### src/rtl/lcd_row_streamer.sv
// lcd_row_streamer: LCD-domain consumer of the download buffer.
// Reads buffered rows (1-cycle RAM) and streams pixels with SOF/EOL.
module lcd_row_streamer #(
    parameter int FRAME_WIDTH  = 480,
    parameter int FRAME_HEIGHT = 272,
    parameter int ADDR_WIDTH   = 11,
    parameter int DATA_WIDTH   = 16
) (
    input  logic                  clk,
    input  logic                  reset_n,
    input  logic [1:0]            cmd_data,
    input  logic                  cmd_available,
    output logic                  cmd_ack,
    output logic                  row_read_done,
    output logic [ADDR_WIDTH-1:0] buf_addr,
    input  logic [DATA_WIDTH-1:0] buf_data,
    output logic [DATA_WIDTH-1:0] pix_data,
    output logic                  pix_valid,
    input  logic                  pix_ready,
    output logic                  pix_sof,
    output logic                  pix_eol,
    output logic                  busy,
    output logic                  cmd_error
);
    localparam int RW = $clog2(FRAME_HEIGHT + 1);
    localparam logic [ADDR_WIDTH-1:0] LAST_COL = ADDR_WIDTH'(FRAME_WIDTH - 1);
    localparam logic [RW-1:0] ROWS = RW'(FRAME_HEIGHT);

    typedef enum logic [2:0] {
        IDLE,
        FRAME_START,
        WAIT_ROW,
        READ_ROW,
        DRAIN,
        ROW_DONE
    } state_t;

    state_t state;
    state_t state_nxt;

    logic [RW-1:0]         row_cnt;
    logic [RW-1:0]         row_nxt;
    logic [ADDR_WIDTH-1:0] col;
    logic [ADDR_WIDTH-1:0] addr_q;
    logic                  rd_pend;
    logic                  pend_sof;
    logic                  pend_eol;

    logic [DATA_WIDTH-1:0] f_data [2];
    logic [1:0]            f_sof;
    logic [1:0]            f_eol;
    logic                  wr_ptr;
    logic                  rd_ptr;
    logic [1:0]            count;

    logic       push;
    logic       pop;
    logic       issue;
    logic       cmd_bad;
    logic       credit_ok;
    logic       drain_done;
    logic [2:0] occ;

    assign push      = rd_pend;
    assign pix_valid = (count != 2'd0);
    assign pop       = pix_valid & pix_ready;
    assign row_nxt   = row_cnt + RW'(1);
    assign busy      = (state != IDLE);

    // Credits count reads in flight so the 2-entry FIFO can never overflow.
    assign occ        = {1'b0, count} + {2'b0, rd_pend} - {2'b0, pop};
    assign credit_ok  = (occ < 3'd2);
    assign drain_done = !rd_pend && ((count - {1'b0, pop}) == 2'd0);

    assign buf_addr = issue ? col : addr_q;
    assign pix_data = f_data[rd_ptr];
    assign pix_sof  = pix_valid & f_sof[rd_ptr];
    assign pix_eol  = pix_valid & f_eol[rd_ptr];

    always_ff @(posedge clk or negedge reset_n) begin
        if (!reset_n) begin
            state <= IDLE;
        end else begin
            state <= state_nxt;
        end
    end

    always_comb begin
        state_nxt = state;
        unique case (state)
            IDLE: begin
                if (cmd_available && cmd_data == 2'd1) begin
                    state_nxt = FRAME_START;
                end
            end
            FRAME_START: state_nxt = WAIT_ROW;
            WAIT_ROW: begin
                if (cmd_available && cmd_data == 2'd2) begin
                    state_nxt = READ_ROW;
                end else if (cmd_available && cmd_data == 2'd1) begin
                    state_nxt = FRAME_START;
                end
            end
            READ_ROW: begin
                if (issue && col == LAST_COL) begin
                    state_nxt = DRAIN;
                end
            end
            DRAIN: begin
                if (drain_done) begin
                    state_nxt = ROW_DONE;
                end
            end
            ROW_DONE: begin
                state_nxt = (row_nxt == ROWS) ? IDLE : WAIT_ROW;
            end
            default: state_nxt = IDLE;
        endcase
    end

    always_comb begin
        cmd_ack       = 1'b0;
        cmd_bad       = 1'b0;
        row_read_done = 1'b0;
        issue         = 1'b0;
        unique case (state)
            IDLE: begin
                cmd_ack = cmd_available;
                cmd_bad = cmd_available && (cmd_data != 2'd1);
            end
            WAIT_ROW: begin
                cmd_ack = cmd_available;
                cmd_bad = cmd_available && (cmd_data != 2'd2);
            end
            READ_ROW: issue = credit_ok;
            ROW_DONE: row_read_done = 1'b1;
            default: ;
        endcase
    end

    always_ff @(posedge clk or negedge reset_n) begin
        if (!reset_n) begin
            cmd_error <= 1'b0;
            row_cnt   <= '0;
            col       <= '0;
            addr_q    <= '0;
            rd_pend   <= 1'b0;
            pend_sof  <= 1'b0;
            pend_eol  <= 1'b0;
        end else begin
            if (cmd_bad) begin
                cmd_error <= 1'b1;
            end
            if (state == FRAME_START) begin
                row_cnt <= '0;
            end else if (state == ROW_DONE) begin
                row_cnt <= row_nxt;
            end
            if (state == WAIT_ROW && cmd_available && cmd_data == 2'd2) begin
                col <= '0;
            end else if (issue && col != LAST_COL) begin
                col <= col + ADDR_WIDTH'(1);
            end
            rd_pend <= issue;
            if (issue) begin
                addr_q   <= col;
                pend_sof <= (row_cnt == '0) && (col == '0);
                pend_eol <= (col == LAST_COL);
            end
        end
    end

    always_ff @(posedge clk or negedge reset_n) begin
        if (!reset_n) begin
            f_data[0] <= '0;
            f_data[1] <= '0;
            f_sof     <= '0;
            f_eol     <= '0;
            wr_ptr    <= 1'b0;
            rd_ptr    <= 1'b0;
            count     <= 2'd0;
        end else begin
            if (push) begin
                f_data[wr_ptr] <= buf_data;
                f_sof[wr_ptr]  <= pend_sof;
                f_eol[wr_ptr]  <= pend_eol;
                wr_ptr         <= ~wr_ptr;
            end
            if (pop) begin
                rd_ptr <= ~rd_ptr;
            end
            count <= count + {1'b0, push} - {1'b0, pop};
        end
    end

    // A push into a full FIFO without a pop would silently drop a pixel.
    assert property (@(posedge clk) disable iff (!reset_n)
        !(push && !pop && count == 2'd2) && count != 2'd3);

endmodule

### config.mk
export PLATFORM = sky130hd
export DESIGN_NAME = lcd_row_streamer
export DESIGN_NICKNAME = d
export VERILOG_FILES = /design/src/rtl/lcd_row_streamer.sv
export SDC_FILE = /design/constraint.sdc
export NUM_CORES = 1
export LEC_CHECK = 0
export ABC_CLOCK_PERIOD_IN_PS = 3800
export CORE_MARGIN = 1.5
export CORE_UTILIZATION = 54
export CTS_CLUSTER_SIZE = 14
export DETAILED_ROUTE_END_ITERATION = 12
export GPL_TIMING_DRIVEN = 1
export PLACE_DENSITY = 0.77
export SETUP_SLACK_MARGIN = 0.02
export SLEW_MARGIN = 20
export SYNTH_ARGS = -nofsm -noshare
export SYNTH_HDL_FRONTEND = slang
export SYNTH_SLANG_ARGS = --single-unit
### constraint.sdc
create_clock -name clk -period 3.8 [get_ports clk]
set_input_delay 0.38 -clock clk [delete_from_list [all_inputs] [get_ports clk]]
set_output_delay 0.38 -clock clk [all_outputs]
set_load 0.05 [all_outputs]
==> run summary <==
flop2flop setup slack = 0.61 ns
fraction of layout cells with a size suffix above 1 = 22.96%
commonest non-fill, non-tap cells in the layout = 78 x dfrtp_1, 53 x mux2_2, 46 x nand2_1, 43 x clkdlybuf4s50_1, 22 x nor2_1
reg-to-reg critical path startpoint = count[1]
setup TNS = 0 ns
depth of the worst register-to-register path = 11
placer's final routability congestion estimate = 0.8517
mapped cell area = 0.003684 mm²
DRT Wirelength = 7.376 mm
ranking of synthesized cells by area = dfrtp_1 53%, mux2_2 16%, nand2_1 4.7%
antenna diode count = 0
worst path arrival time = 3.16 ns
final setup fails = 0
TritonCTS clock tree = yes
Ports = 56
wire length of the first global-routing pass = 12.88 mm
RSZ-0062 raised after global routing = no
PostCTS Resize Cnt = 0
Initial DRT Pass Iterations = 8
Cells after Synth = 332
leak pwr = 2.073 nW
Port Buf Inserts = 55
Util after Layout = 71.72%
sequential share of the synthesized area = 52.99%
total of max-cap violations = 0
total nets after synthesis = 362
Main synth FF type = dfrtp_1
startpoint types = flip-flop
initial drt markers = 114
final std cells w/o fill = 469
nets@finish = 417
initial antenna violation count = 0
Hold Fails Final Rpt = 0
post-synth top area share = 52.99%
vias after detailed routing = 2628
Sink Count = 78
Worst-Margin Slew = 0.9655 ns
vias in the first global route = 2696
Slew Limit Headroom = 35.64%
Clock Tree Root = clkbuf_8
Starting Density = 57.03%
VDD IR max = 0.0003009 V
buffer count from post-CTS setup fixing = 0
# placed instances = 453
Post-CTS Hold Fix Bufs = 0
Worst EP required = 3.42 ns
share of synthesized registers carrying an async set or reset = 100.0%
Yosys cell types = 39
status = complete, but fails checks
Die Footprint = 0.007326 mm²
fin. max-slew vios = 0
Die X = 85.59 µm
H-tree Lvls = 3
Post-DRT Antenna Nets = 0
clk_skew = 0.01328 ns
Yosys warnings = 0
Hold Crit Class = in2async
final worst-path cycle share = 93.03%
Crit Path Max Fanout = 15
Pwr Density = 775.8 mW/mm²
critical path class = reg2out
clock transition at the registers of the reported paths = 0.09 ns
vias per inst = 5.603
Cell Rows = 29
Num CTS Buffers = 9
All-Layer GR Usage = 22.41%
DR WL/cell = 15.73 µm
Skew-Pair Late Insertion Delay = 0.35 ns
number of synthesized flops with an enable pin = 0
mean post-synth cell area = 11.09 µm²
die height = 85.59 µm
Reg2Reg Capture Point = state[0]
P&R area growth vs syn = 25.75%
Post-DP HPWL = 5.038 mm
core area = 0.006459 mm²
FMAX = 0.2829 GHz
commonest non-fill, non-tap cell in the layout = dfrtp_1
crit path time final = 3.535 ns
failing checks = DRC
crit end category = primary output
FF+latch count, synth = 78
pin count of the biggest net entering global routing = 79
top cell type by total area after synthesis = dfrtp_1
DRC viols = 7
clock buffer depth = 2
grt total ovfl = 0
-- report_power, final --
part	switching, W	total, W	internal (W)	leakage, nW
logic	0.000932	0.00162	0.000685	0.957
clock network	0.000315	0.000707	0.000391	0.109
registers	0.000190	0.00127	0.00108	1.01
-- metal layers --
metal  global-route usage [%]  vias up  wire [µm]  part of all wire [%]
met5                        0        -          0                     0
met4                    8.358        0        110                   1.5
met3                    3.657        9        392                   5.3
met2                    36.94       83       3660                    50
met1                    30.08     1288       3213                    44
li1                         -     1248          -                     -
-- worst max-delay path by stage --
stage / startpoint / slack [ns] / to / cells past startpoint
2_1_floorplan: count[1] / 0.18 / buf_addr[0] / 12
3_3_place_gp: pix_ready / 0.42 / buf_addr[5] / 14
3_5_place_dp: pix_ready / 0.33 / buf_addr[10] / 14
4_1_cts: count[1] / 0.14 / buf_addr[7] / 13
5_1_grt: count[1] / 0.02 / buf_addr[9] / 12
6_report: count[1] / 0.26 / buf_addr[9] / 12
-- critical path, cell delays in order (launching register included) --
cell and delay (ns):
dfrtp_1 0.44, nor2_2 0.23, nor2_1 0.10, ha_1 0.29
inv_1 0.07, ha_1 0.13, inv_1 0.04, fa_1 0.37
xnor2_1 0.15, nand3_1 0.27, buf_4 0.29, o21ai_1 0.26
buf_12 0.18
-- synthesized netlist by cell type (2+ instances only) --
library cell,instances
dfrtp_1,78
mux2_2,53
nand2_1,46
nor2_1,23
inv_1,16
xnor2_1,14
nand3_1,11
o21ai_0,11
clkbuf_1,8
ha_1,7
nor3_1,6
nor4_1,6
nand4_1,5
a21oi_1,4
buf_2,4
mux2i_1,4
or3_1,4
and3_1,3
xor2_1,3
a22o_1,2
a31o_2,2
a31oi_1,2
nand2b_1,2
nor3b_1,2
nor4b_1,2
-- cell families after synthesis --
logic type,after synthesis,synth area share (%)
DFF,78,52.99
AOI/OAI and AO/OA,25,4.280
buffers and inverters,31,3.499
xor gates and xnor gates,17,4.042
muxes,57,17.29
and+or+nand+nor,116,14.98
adders and majority gates,8,2.921
-- layout make-up --
| type | instances | area [µm²] |
|---|---|---|
| inverter | 17 | 67.56 |
| clock buffer | 10 | 137.6 |
| clock inverter | 6 | 92.59 |
| multi-input combinational | 223 | 1605 |
| timing repair buffer | 58 | 680.7 |
| tap | 77 | 96.34 |
| fill | 478 | 1827 |
| sequential | 78 | 1952 |
-- sequential cells by signal, indices dropped and copies added (netlist names) --
name,flops
count,2
row_cnt,9
push,1
f_data,32
state,3
cmd_error,1
pend_eol,1
f_eol,2
wr_ptr,1
addr_q,11
col,11
pend_sof,1
rd_ptr,1
f_sof,2
-- per-stage QoR --
stage                     total power (W)  area, µm²  hold WS [ns]  setup slack, ns
after floorplan                  0.002389       3684       0.08441           0.1799
after global placement           0.002857       4395        0.4753           0.4192
after detailed placement         0.002911       4395        0.4798           0.3299
after CTS                        0.003628       4626        0.2165           0.1410
after global routing             0.003795       4632        0.2538          0.02484
final                            0.003593       4632        0.1730           0.2648
No activity file was read; power rests on OpenSTA's default activity.
